**src/rtl/serial_tx_pkg.sv**
```systemverilog
// Shared types and constants for the serial transmit port and its FIFO.
// The optional parity stage is selected in serial_tx_port by SERIAL_TX_PARITY_EN.
package serial_tx_pkg;

   typedef enum logic [2:0] {
      IDLE   = 3'd0,
      START  = 3'd1,
      DATA   = 3'd2,
      STOP   = 3'd3,
      PARITY = 3'd4
   } tx_state_e;

   localparam logic [11:0] OFS_DATA  = 12'd0;
   localparam logic [11:0] OFS_COUNT = 12'd1;

   localparam int STAT_BUSY       = 0;
   localparam int STAT_FULL       = 1;
   localparam int STAT_OVERFLOW   = 2;
   localparam int STAT_PARITY_CAP = 3;

   function automatic logic even_parity(input logic [7:0] b);
      return ^b;
   endfunction

endpackage

```
**src/rtl/sync_fifo.sv**
```systemverilog
// Show-ahead synchronous FIFO with occupancy count; rdata is the head entry.
// A push while full is accepted only when a pop happens in the same cycle.
module sync_fifo #(
   parameter int WIDTH = 8,
   parameter int DEPTH = 8
) (
   input  logic                     clk,
   input  logic                     reset_n,
   input  logic                     push,
   input  logic                     pop,
   input  logic [WIDTH-1:0]         wdata,
   output logic [WIDTH-1:0]         rdata,
   output logic                     full,
   output logic                     empty,
   output logic [$clog2(DEPTH):0]   count
);

   localparam int AW = $clog2(DEPTH);
   localparam logic [AW:0] FULL_COUNT = (AW+1)'(DEPTH);

   logic [WIDTH-1:0] mem [DEPTH];
   logic [AW-1:0]    wr_ptr;
   logic [AW-1:0]    rd_ptr;
   logic             do_push;
   logic             do_pop;

   assign empty   = (count == '0);
   assign full    = (count == FULL_COUNT);
   assign do_pop  = pop && !empty;
   assign do_push = push && (!full || do_pop);
   assign rdata   = mem[rd_ptr];

   always_ff @(posedge clk) begin
      if (do_push) begin
         mem[wr_ptr] <= wdata;
      end
   end

   // Depth is a power of two, so pointers wrap by natural overflow.
   always_ff @(posedge clk or negedge reset_n) begin
      if (!reset_n) begin
         wr_ptr <= '0;
         rd_ptr <= '0;
         count  <= '0;
      end else begin
         if (do_push) begin
            wr_ptr <= wr_ptr + AW'(1);
         end
         if (do_pop) begin
            rd_ptr <= rd_ptr + AW'(1);
         end
         case ({do_push, do_pop})
            2'b10:   count <= count + (AW+1)'(1);
            2'b01:   count <= count - (AW+1)'(1);
            default: count <= count;
         endcase
      end
   end

endmodule

```
**src/rtl/serial_tx_port.sv**
```systemverilog
// Register-bus UART transmitter: bytes written to DATA are queued and sent 8N1 on tx_o.
// Defining SERIAL_TX_PARITY_EN inserts an even-parity bit before the stop bit.
module serial_tx_port
   import serial_tx_pkg::*;
#(
   parameter logic [11:0] BASE_INDEX = 12'd2,
   parameter int          CLK_DIV    = 217,
   parameter int          FIFO_DEPTH = 8
) (
   input  logic        clk,
   input  logic        reset_n,
   input  logic [11:0] register_index_i,
   input  logic        register_read_i,
   input  logic        register_write_i,
   input  logic [15:0] register_write_value_i,
   output logic [15:0] register_read_value_o,
   output logic        read_valid_o,
   output logic        tx_o,
   output tx_state_e   dbg_state
);

   localparam int          CW          = $clog2(FIFO_DEPTH) + 1;
   localparam logic [15:0] DIV_LAST    = 16'(CLK_DIV - 1);
   localparam logic [11:0] DATA_INDEX  = BASE_INDEX + OFS_DATA;
   localparam logic [11:0] COUNT_INDEX = BASE_INDEX + OFS_COUNT;
`ifdef SERIAL_TX_PARITY_EN
   localparam logic        PARITY_CAP  = 1'b1;
   localparam tx_state_e   AFTER_DATA  = PARITY;
`else
   localparam logic        PARITY_CAP  = 1'b0;
   localparam tx_state_e   AFTER_DATA  = STOP;
`endif

   logic          wr_data_hit;
   logic          rd_data_hit;
   logic          rd_count_hit;
   logic          fifo_push;
   logic          fifo_pop;
   logic          fifo_full;
   logic          fifo_empty;
   logic [7:0]    fifo_rdata;
   logic [CW-1:0] fifo_count;
   logic [15:0]   count_ext;
   logic [15:0]   status;
   logic          overflow;
   logic          overflow_set;
   logic          unused_hi;

   tx_state_e     state;
   logic [15:0]   baud_cnt;
   logic [2:0]    bit_cnt;
   logic [7:0]    shreg;
   logic          par_bit;
   logic          tx_q;
   logic          line_bit;

   assign wr_data_hit  = register_write_i && (register_index_i == DATA_INDEX);
   assign rd_data_hit  = register_read_i  && (register_index_i == DATA_INDEX);
   assign rd_count_hit = register_read_i  && (register_index_i == COUNT_INDEX);
   assign unused_hi    = ^register_write_value_i[15:8];

   // The FIFO head is consumed when idle or on the last cycle of a stop bit.
   assign fifo_pop     = !fifo_empty &&
                         ((state == IDLE) || ((state == STOP) && (baud_cnt == 16'd0)));
   assign fifo_push    = wr_data_hit;
   assign overflow_set = wr_data_hit && fifo_full && !fifo_pop;
   assign count_ext    = 16'(fifo_count);

   sync_fifo #(
      .WIDTH (8),
      .DEPTH (FIFO_DEPTH)
   ) u_fifo (
      .clk     (clk),
      .reset_n (reset_n),
      .push    (fifo_push),
      .pop     (fifo_pop),
      .wdata   (register_write_value_i[7:0]),
      .rdata   (fifo_rdata),
      .full    (fifo_full),
      .empty   (fifo_empty),
      .count   (fifo_count)
   );

   always_comb begin
      status                  = '0;
      status[STAT_BUSY]       = (state != IDLE) || !fifo_empty;
      status[STAT_FULL]       = fifo_full;
      status[STAT_OVERFLOW]   = overflow;
      status[STAT_PARITY_CAP] = PARITY_CAP;
   end

   always_ff @(posedge clk or negedge reset_n) begin
      if (!reset_n) begin
         overflow              <= 1'b0;
         register_read_value_o <= '0;
         read_valid_o          <= 1'b0;
      end else begin
         read_valid_o <= rd_data_hit || rd_count_hit;
         if (rd_data_hit) begin
            register_read_value_o <= status;
         end else if (rd_count_hit) begin
            register_read_value_o <= count_ext;
         end
         // A new overflow in the same cycle as a status read survives the clear.
         overflow <= overflow_set || (overflow && !rd_data_hit);
      end
   end

   always_comb begin
      line_bit = 1'b1;
      case (state)
         IDLE:    line_bit = 1'b1;
         START:   line_bit = 1'b0;
         DATA:    line_bit = shreg[0];
         PARITY:  line_bit = par_bit;
         STOP:    line_bit = 1'b1;
         default: line_bit = 1'b1;
      endcase
   end

   // tx_o follows the current state one cycle later, so every level lasts CLK_DIV cycles.
   always_ff @(posedge clk or negedge reset_n) begin
      if (!reset_n) begin
         state    <= IDLE;
         baud_cnt <= '0;
         bit_cnt  <= '0;
         shreg    <= '0;
         par_bit  <= 1'b0;
         tx_q     <= 1'b1;
      end else begin
         tx_q <= line_bit;
         case (state)
            IDLE: begin
               if (!fifo_empty) begin
                  shreg    <= fifo_rdata;
                  par_bit  <= even_parity(fifo_rdata);
                  baud_cnt <= DIV_LAST;
                  state    <= START;
               end
            end
            START: begin
               if (baud_cnt == 16'd0) begin
                  baud_cnt <= DIV_LAST;
                  bit_cnt  <= '0;
                  state    <= DATA;
               end else begin
                  baud_cnt <= baud_cnt - 16'd1;
               end
            end
            DATA: begin
               if (baud_cnt == 16'd0) begin
                  baud_cnt <= DIV_LAST;
                  if (bit_cnt == 3'd7) begin
                     state <= AFTER_DATA;
                  end else begin
                     shreg   <= shreg >> 1;
                     bit_cnt <= bit_cnt + 3'd1;
                  end
               end else begin
                  baud_cnt <= baud_cnt - 16'd1;
               end
            end
            PARITY: begin
               if (baud_cnt == 16'd0) begin
                  baud_cnt <= DIV_LAST;
                  state    <= STOP;
               end else begin
                  baud_cnt <= baud_cnt - 16'd1;
               end
            end
            STOP: begin
               if (baud_cnt == 16'd0) begin
                  if (!fifo_empty) begin
                     shreg    <= fifo_rdata;
                     par_bit  <= even_parity(fifo_rdata);
                     baud_cnt <= DIV_LAST;
                     state    <= START;
                  end else begin
                     baud_cnt <= '0;
                     state    <= IDLE;
                  end
               end else begin
                  baud_cnt <= baud_cnt - 16'd1;
               end
            end
            default: begin
               baud_cnt <= '0;
               state    <= IDLE;
            end
         endcase
      end
   end

   assign tx_o      = tx_q;
   assign dbg_state = state;

endmodule

```
**config.mk**
```make
export PLATFORM = sky130hd
export DESIGN_NAME = serial_tx_port
export DESIGN_NICKNAME = d
export VERILOG_FILES = /design/src/rtl/serial_tx_pkg.sv /design/src/rtl/sync_fifo.sv /design/src/rtl/serial_tx_port.sv
export SDC_FILE = /design/constraint.sdc
export NUM_CORES = 1
export LEC_CHECK = 0
export ABC_AREA = 1
export BUFFER_PORTS_ARGS = -buffer_cell sky130_fd_sc_hd__buf_4
export CORE_MARGIN = 1.5
export CORE_UTILIZATION = 59
export DETAILED_ROUTE_END_ITERATION = 8
export GPL_ROUTABILITY_DRIVEN = 0
export MAX_ROUTING_LAYER = met4
export PLACE_DENSITY = 0.79
export SYNTH_ARGS = -nofsm -noshare
export SYNTH_HDL_FRONTEND = slang
export SYNTH_SLANG_ARGS = --single-unit
```
**constraint.sdc**
```tcl
create_clock -name clk -period 3.42 [get_ports clk]
set_input_delay 0.171 -clock clk [delete_from_list [all_inputs] [get_ports clk]]
set_output_delay 0.171 -clock clk [all_outputs]
set_load 0.01 [all_outputs]
```
; ---- Yosys cells after proc, flatten, opt, wreduce, memory -nomap -nowiden
; Memory sizes are Yosys's and may differ from the RTL's.
; Index checks and enable logic that the tools add are counted.
[word_totals]
reg_bits = 60
latchBits = 0
ram_bits = 64
romBits = 0
elab_cells = 101
memories = 1
[memory_table]
columns = memory, depth, width, read_ports, rd_clocked_by_memory_dff, wr, line_no
row1 = u_fifo.mem, 8, 8, 1, 0, 1, sync_fifo.sv:21  ; logic [WIDTH-1:0] mem [DEPTH];
[classes]
n_addsub = 6
mul = 0
n_div = 0
order_cmp = 0
n_eq_ne = 17
shifts = 0
muxes = 31
n_bitwise = 0
reduce_logical = 34
[op_table]
columns = op, count
row1 = 2-to-1 mux 16 bit, 5
row2 = one-hot mux 16 bit (3 select lines), 1
row3 = 2-to-1 mux 8 bit, 5
row4 = 2-to-1 mux 3 bit, 9
row5 = equality test 12 x 2 -> 1 bit (second input constant), 2
row6 = one-hot mux 8 bit (3 select lines), 1
row7 = logical NOT 16 bit, 1
row8 = subtractor 16 x 1 -> 16 bit (second input constant), 1
row9 = one-hot mux 3 bit (5 select lines), 1
row10 = inequality test 2 bit (second input constant), 6
row11 = logical AND 1 bit, 10
row12 = adder 3 x 1 -> 3 bit (second input constant), 3
row13 = one-hot mux 4 bit (2 select lines), 1
row14 = AND reduction 4 bit, 2
row15 = nonzero test 2 bit, 4
row16 = parity 8 bit, 1
row17 = equality test 3 x 2 -> 1 bit (second input constant), 2
row18 = equality test 3 bit (second input constant), 2
row19 = one-hot mux 3 bit (2 select lines), 1
row20 = AND reduction 6 bit, 1
row21 = nonzero test 3 bit, 2
row22 = logical OR 1 bit, 5
row23 = 2-to-1 mux 1 bit, 5
row24 = adder 4 x 1 -> 4 bit (second input constant), 1
row25 = 13 further kinds, 16

; ---- Longest topological paths before layout
; Gate-level depths: netlist (run 1).
[depth]
word_depth = 9
mapped_depth = 15

; ---- By module
; A second synthesis (run 1) with hierarchy kept.
[hier_totals]
hier_cells = 566
area_unflattened_um2 = 5385.2
[by_module_without_submodules]
columns = mod, n_inst, cells_per_inst, area_each_um2
row1 = sync_fifo, 1, 254, 3128.0
row2 = serial_tx_port, 1, 312, 2257.2

; ---- Worst setup path before layout (run 1)
; No wires, ideal clock.
[synth_path]
path_kind = register to register
from = register baud_cnt[0]
to = register u_fifo.count[3]
setup_ps = 131
arrival_ps = 2247
required_ps = 3289
setup_slack_ps = 1042
stages_incl_launch_ff = 15
n_path_buf = 0
cell_sequence = dfrtp_1 -> inv_1 -> ha_1 -> nand2_1 -> nor2_2 -> nand3_2 -> nand3_2 -> nand2_2 -> ha_1 -> ha_1 -> a21oi_1 -> nand2_1 -> a21oi_1 -> o21ai_0 -> xor2_1
[synth_via]
elab_chain_cells = 9
[synth_lines]
columns = item, line_no
row1 = "start, declared", serial_tx_port.sv:50  ; logic [15:0] baud_cnt;
row2 = "start signal, assigned", serial_tx_port.sv:147  ; baud_cnt <= baud_cnt - 16'd1;
row3 = "start signal, assigned", serial_tx_port.sv:160  ; baud_cnt <= baud_cnt - 16'd1;
row4 = "start signal, assigned", serial_tx_port.sv:168  ; baud_cnt <= baud_cnt - 16'd1;
row5 = logical NOT 16 bit (*), serial_tx_port.sv:64  ; ((state == IDLE) || ((state == STOP) && (baud_cnt == 16'd0)));
row6 = logical AND 1 bit (*), serial_tx_port.sv:64
row7 = logical OR 1 bit (*), serial_tx_port.sv:64
row8 = logical AND 1 bit (*), serial_tx_port.sv:63  ; assign fifo_pop = !fifo_empty &&
row9 = logical AND 1 bit (*), sync_fifo.sv:29  ; assign do_pop = pop && !empty;
row10 = logical OR 1 bit, sync_fifo.sv:30  ; assign do_push = push && (!full || do_pop);
row11 = logical AND 1 bit, sync_fifo.sv:30
row12 = equality test 2 x 1 -> 1 bit or equality test 2 bit (tied branches), sync_fifo.sv:52  ; case ({do_push, do_pop})
row13 = one-hot mux 4 bit (2 select lines) or nonzero test 2 bit (tied branches), n/a
row14 = "end signal, assigned", sync_fifo.sv:53  ; 2'b10: count <= count + (AW+1)'(1);
row15 = "end signal, assigned", sync_fifo.sv:54  ; 2'b01: count <= count - (AW+1)'(1);
row16 = "end signal, assigned", sync_fifo.sv:55  ; default: count <= count;
row17 = "end, declared", sync_fifo.sv:15  ; output logic [$clog2(DEPTH):0] count
; Mark *: on every way between the ends. The rest lies on a longest branch, timed or not.
; A chain may end at the register's enable or synchronous reset.

; ---- Final worst setup path (run 1)
; Same ends and word-level chain as after synthesis.

==> impl_metrics.yaml, run 1 <==
status:
  status: "finished, final reports clean"
die:
  die_w_um: 99.5
  fp.dieArea_um2: 9910
  rows: 35
  die_height_um: 99.5
  start_util: 0.601
  ioPinCount: 53
  core_um2: 9150
timing:
  finalCriticalPeriod_ns: 2.78
  maxSlewViolCount: 0
  fin_tns_setup_ns: 0
  setup_violations: 0
  fin_hold_ws_ns: 0.0143
  post-route-period-util: 0.813
  fmax_ghz: 0.359
  slew-limit-headroom: 0.340
  skew_ns: 0.0163
  finalHoldViolations: 0
  worst_pin_slew_ns: 0.989
  rsz0062_at_grt: "false"
critical_path:
  critPathRequiredTime_ns: 3.69
  end_kind: "register"
  crit_buf_inv: 1
  path_delay_family: "adder cells"
  slowest_delay_ns: 0.40
  cp.arrival_ns: 3.05
  crit_fanout: 6
  crit_path_cell_trace: "inv_1, ha_1, nand2_1, nor2_2, nand3_2, nand3_2, nand2_2, ha_1, ha_1, a21oi_1, nand2_1, a21oi_1, o21ai_0, xor2_1"
  r2r-start: "baud_cnt[0]"
  crit_top_cell: "ha_1"
  rr_worst_depth: 14
  start_kind: "register"
  worst_path_max_delay_cell: "dfrtp_1"
  crit_start: "baud_cnt[0]"
  cp_num_cells: 14
  crit_type: "reg2reg"
detailed_routing:
  dr.first_iter.drc_count: 228
  antenna_left: 0
  routed_wirelength_um: 10400
  drc: 0
  firstDrtPassIters: 5
  avgRoutedWirePerCell_um: 13.8
  num_vias: 3959
  viasPerCell: 5.26
clocking:
  cts-buffers-inserted: 9
  h-tree-depth: 3
  path_clk_slew_ns: 0.12
  clockBufferDepth: 2
  cts_resized: 0
  cts_tree: "built"
  clkSinkCount: 110
  root_buffer: "clkbuf_8"
  clkLatencyLatePin_ns: 0.38
  cts_setup_buffers: 0
flow_run:
  cap_violations: 0
placed_design:
  dp_hpwl_um: 7020
  dp.cells: 730
  postPlaceCellArea_um2: 5810
  place.port_buffers: 31
finish:
  finalNonFillerCells: 752
  diodes: 0
  drive_above_1_share: 0.153
  design_area_um2: 6080
  syn_to_final_growth_pct: 10.6
  final_nets: 683
  final_cell_mix: "nand2_1, nand3_1, edfxtp_1"
  layout_commonest_cell: "nand2_1"
  nFillCells: 703
power:
  leakage_nw: 2.72
  comb_power_share: 0.026
  p_int_mw: 1.72
  net-switching-power_mw: 0.512
  power_density_nw_per_um2: 367
  design_power_total_mw: 2.23
  peakVddDrop_mv: 0.376
  p_sw_frac: 0.229
  seqPwrFrac: 0.630
  pwr-share-clk: 0.344
grt:
  antenna_found_initial: 0
  grt_max_degree: 47
  grt_pass1_vias: 3838
  met3_usage: 0.0422
  grt_busiest_layer: "met2"
  grt_overflow: 0
  grt_pass1_wl_um: 17500
  use_met2: 0.398
  grt_use_met1: 0.280
  globalRouteTotalUtil: 0.233
hold_path:
  hold_class: "in2reg"
  hold_path_depth: 1
  hp-start: "register_write_value_i[5]"
synth:
  synth-seq-cells: 110
  ys_types: 38
  ys.warnings.count: 0
  yosysSeqAreaShare: 0.559
  syn_area_um2: 5500
  synthCells: 593
  syn_avg_cell_area_um2: 9.27
==> layer usage <==
layer  wire length (um)  vias to the layer above  part of all wire
met5                  0                        -                 0
met4                178                        0             0.017
met3                492                       19             0.047
met2               5210                       95              0.50
met1               4490                     1841              0.43
li1                   -                     2004                 -
==> path summary, 6_finish.rpt <==
| kind | end | slack (ns) |
|---|---|---|
| max | u_fifo.count[3] | 0.64 |
| min | u_fifo.mem[3][5] | 0.01 |
| max reg2reg | u_fifo.count[3] | 0.64 |
| min reg2reg | shreg[3] | 0.49 |
| max in group asynchronous | register_read_value_o[2] | 2.70 |
| min in group asynchronous | read_valid_o | 0.32 |
==> final cells by class <==
class,count,area (um^2),share of cell area
Inverter,39,146,0.0241
Clock buffer,9,124,0.0204
Sequential cell,110,3070,0.505
Tap cell,111,139,0.0228
Clock inverter,7,83.8,0.0138
Multi-Input combinational cell,429,2150,0.353
Timing Repair Buffer,47,368,0.0605
==> logic make-up (layout without fill, tap and decap cells) <==
logic type,after synthesis,in the layout,synth area share
adders and majority gates,15,15,0.0355
other,1,13,0.000682
DFF,110,110,0.559
buffers and inverters,66,102,0.0587
xor gates and xnor gates,12,12,0.0191
AOI/OAI and AO/OA,35,35,0.0337
and+or+nand+nor,354,354,0.293
==> stage by stage <==
step | setup WS [ns] | utilization
after floorplan | 1.04 | -
after global placement | 0.801 | 0.635
after detailed placement | 0.680 | 0.635
after CTS | 0.654 | 0.665
after global routing | 0.380 | 0.665
final | 0.638 | 0.665
==> sequential cells by signal, summed over array words and instances, names as in the netlist, 2 cells and up <==
signal,count
baud_cnt,16
bit_cnt,3
dbg_state,2
register_read_value_o,4
shreg,8
u_fifo.count,4
u_fifo.mem,64
u_fifo.rd_ptr,3
u_fifo.wr_ptr,3
==> power groups by stage <==
stage / logic, mW / clock network, mW / registers (mW)
2_1_floorplan: 0.0224 / 0 / 1.44
3_3_place_gp: 0.0505 / 0 / 1.44
3_5_place_dp: 0.0527 / 0 / 1.44
4_1_cts: 0.0582 / 0.791 / 1.41
5_1_grt: 0.0644 / 0.825 / 1.41
6_report: 0.0571 / 0.769 / 1.41
==> Yosys cell counts, drive strengths merged <==
library cell  instances  area (um^2)
nand4                 3         25.0
nand2               211          835
fa                    1         20.0
nor2                 61          298
nand3                73          395
dfrtp                45         1130
ha                   14          175
dfstp                 1         26.3
a21oi                 8         40.0
clkbuf                3         11.3
o22ai                 2         12.5
o21ai                23          119
buf                  24          165
a31oi                 1         6.26
clkinv                1         3.75
edfxtp               64         1920
inv                  38          143
or2                   1         6.26
xor2                  8         70.1
nand3b                1         20.0
conb                  1         3.75
xnor2                 4         35.0
o21bai                1         7.51
nor3                  2         15.0
nor4                  2         18.8
==> repair_timing <==
action,4_1_cts,5_1_grt
hold buffers,6,0
endpoints found under the setup margin,0,0
endpoints found under the hold margin,78,0
(Power assumes the default switching activity.)
==> inputs of run 2 (changes only) <==
Settings changed: CORE_UTILIZATION 59 to 54, PLACE_DENSITY 0.79 to 0.77.
Clock period 3.42 ns to 2.35 ns, I/O delays scaled along.
==> run 2 against run 1 <==
Sequential power is 45% higher. Power is 48% higher. Design area is 6.0% higher. Critical path depth is 1 higher. Utilization is 0.77 points lower. Register-to-register slack worse by 0.51 ns. Flip-flop and latch count stayed put. Worst setup slack worse by 0.51 ns. Cell count is 7.4% higher. Non-clock buffer count is 34 higher. Maximum frequency is 25% higher. Via count is 6.0% higher. Largest power group unchanged.
==> impl_metrics.yaml, run 2 (synthesis results as in run 1) <==
status:
  status: "finished, final reports clean"
clocking:
  h-tree-depth: 3
  clockBufferDepth: 2
  cts-buffers-inserted: 9
  path_clk_slew_ns: 0.11
  root_buffer: "clkbuf_8"
  cts_tree: "built"
  clkSinkCount: 110
  clkLatencyLatePin_ns: 0.39
power:
  design_power_total_mw: 3.30
  peakVddDrop_mv: 0.433
  power_density_nw_per_um2: 511
  leakage_nw: 2.91
die:
  core_um2: 9820
  die_height_um: 104
  fp.dieArea_um2: 10800
  ioPinCount: 53
  rows: 36
  die_w_um: 104
  start_util: 0.560
placed_design:
  place.port_buffers: 31
  dp_hpwl_um: 7660
finish:
  drive_above_1_share: 0.207
  largest_reg_flops: 64
  final_nets: 717
  diodes: 0
  syn_to_final_growth_pct: 17.3
  layout_commonest_cell: "nand2_1"
  final_cell_mix: "nand2_1, buf_4, nand3_1"
  reg_top3: "u_fifo.mem: 64 flops, baud_cnt: 16 flops, shreg: 8 flops"
  nFillCells: 780
  regMostFlops: "u_fifo.mem"
flow_run:
  cap_violations: 0
critical_path:
  slowest_delay_ns: 0.41
  critPathRequiredTime_ns: 2.62
  crit_path_cell_trace: "inv_2, ha_2, nand2_1, nor2_4, nand3_4, nand2_2, nand2_2, inv_2, ha_4, ha_4, a21oi_2, nand2_1, a21oi_2, o21ai_1, xor2_1"
  crit_fanout: 5
  crit_type: "reg2reg"
  start_kind: "register"
  worst_path_max_delay_cell: "dfrtp_1"
  end_kind: "register"
  cp.arrival_ns: 2.49
detailed_routing:
  viasPerCell: 5.19
  avgRoutedWirePerCell_um: 13.9
  dr.first_iter.drc_count: 321
  antenna_left: 0
  num_vias: 4195
  drc: 0
  firstDrtPassIters: 5
  routed_wirelength_um: 11200
grt:
  grt_busiest_layer: "met2"
  grt_pass1_wl_um: 19000
  grt_overflow: 0
  antenna_found_initial: 0
  grt_use_met1: 0.262
  grt_max_degree: 47
  grt_pass1_vias: 4214
  use_met2: 0.391
  globalRouteTotalUtil: 0.225
  met3_usage: 0.0457
hold_path:
  hold_class: "in2reg"
timing:
  slew-limit-headroom: 0.618
  fmax_ghz: 0.450
  finalHoldViolations: 0
  skew_ns: 0.0195
  worst_pin_slew_ns: 0.573
  maxSlewViolCount: 0
  fin_tns_setup_ns: 0
  post-route-period-util: 0.946
  finalCriticalPeriod_ns: 2.22
  setup_violations: 0
## run 2: critical path, delay by kind of cell (launching register included)
kind                       cells  cell delay, ns
AOI/OAI and AO/OA              3            0.32
xor gates and xnor gates       1            0.14
adders and majority gates      3            0.55
buffers and inverters          2            0.14
DFF                            1            0.41
and+or+nand+nor                6            0.54
## run 2: report_power, final
group / internal (mW) / total [mW] / switching, mW
logic: 0.0391 / 0.0888 / 0.0497
clock network: 0.436 / 1.16 / 0.725
registers: 2.05 / 2.05 / 0.00159
total: 2.52 / 3.30 / 0.776
## run 2: area by class of cell
class	count	area [um^2]	share of cell area
clock buffers	9	124	0.0192
clock inverters	7	91.3	0.0142
flip-flops and latches	110	3080	0.477
multi-input cells	429	2220	0.344
well taps	133	166	0.0258
inverters	39	146	0.0227
repair buffers	81	631	0.0978
## run 2: worst paths after layout
kind | start | to | slack [ns] | depth (start not counted)
worst max-delay path | baud_cnt[0] | u_fifo.count[3] | 0.13 | 15
worst min-delay path | register_write_i | overflow | 0.08 | 3
worst max register to register | baud_cnt[0] | u_fifo.count[3] | 0.13 | 15
worst min register to register | shreg[3] | shreg[3] | 0.49 | 2
max in group asynchronous | reset_n | baud_cnt[5] | 1.67 | 2
min in group asynchronous | reset_n | u_fifo.wr_ptr[2] | 0.28 | 2
## run 2: metal layers
metal | vias to the layer above | routed length [um] | part of all wire
met5 | - | 0 | 0
met4 | 0 | 151 | 0.013
met3 | 19 | 624 | 0.056
met2 | 121 | 5860 | 0.52
met1 | 1987 | 4560 | 0.41
li1 | 2068 | - | -
## run 2: stage by stage
| stage | utilization | cell area (um^2) | hold WS (ns) | setup slack, ns | cells |
|---|---|---|---|---|---|
| floorplan | - | 5550 | -0.178 | 0.0250 | 605 |
| global placement | 0.616 | 6050 | 0.153 | 0.0285 | 778 |
| detailed placement | 0.616 | 6050 | 0.160 | -0.0477 | 778 |
| CTS | 0.649 | 6370 | 0.0678 | 0.0487 | 803 |
| global route | 0.657 | 6450 | 0.0713 | -0.0742 | 808 |
| finish | 0.657 | 6450 | 0.0767 | 0.127 | 808 |
## run 2: timing repair
action	CTS	global route
hold buffers	9	0
gates resized for setup	2	12
setup buffers	0	5
hold endpoints to repair	109	0
pin swaps	1	6
setup endpoints to repair	1	2
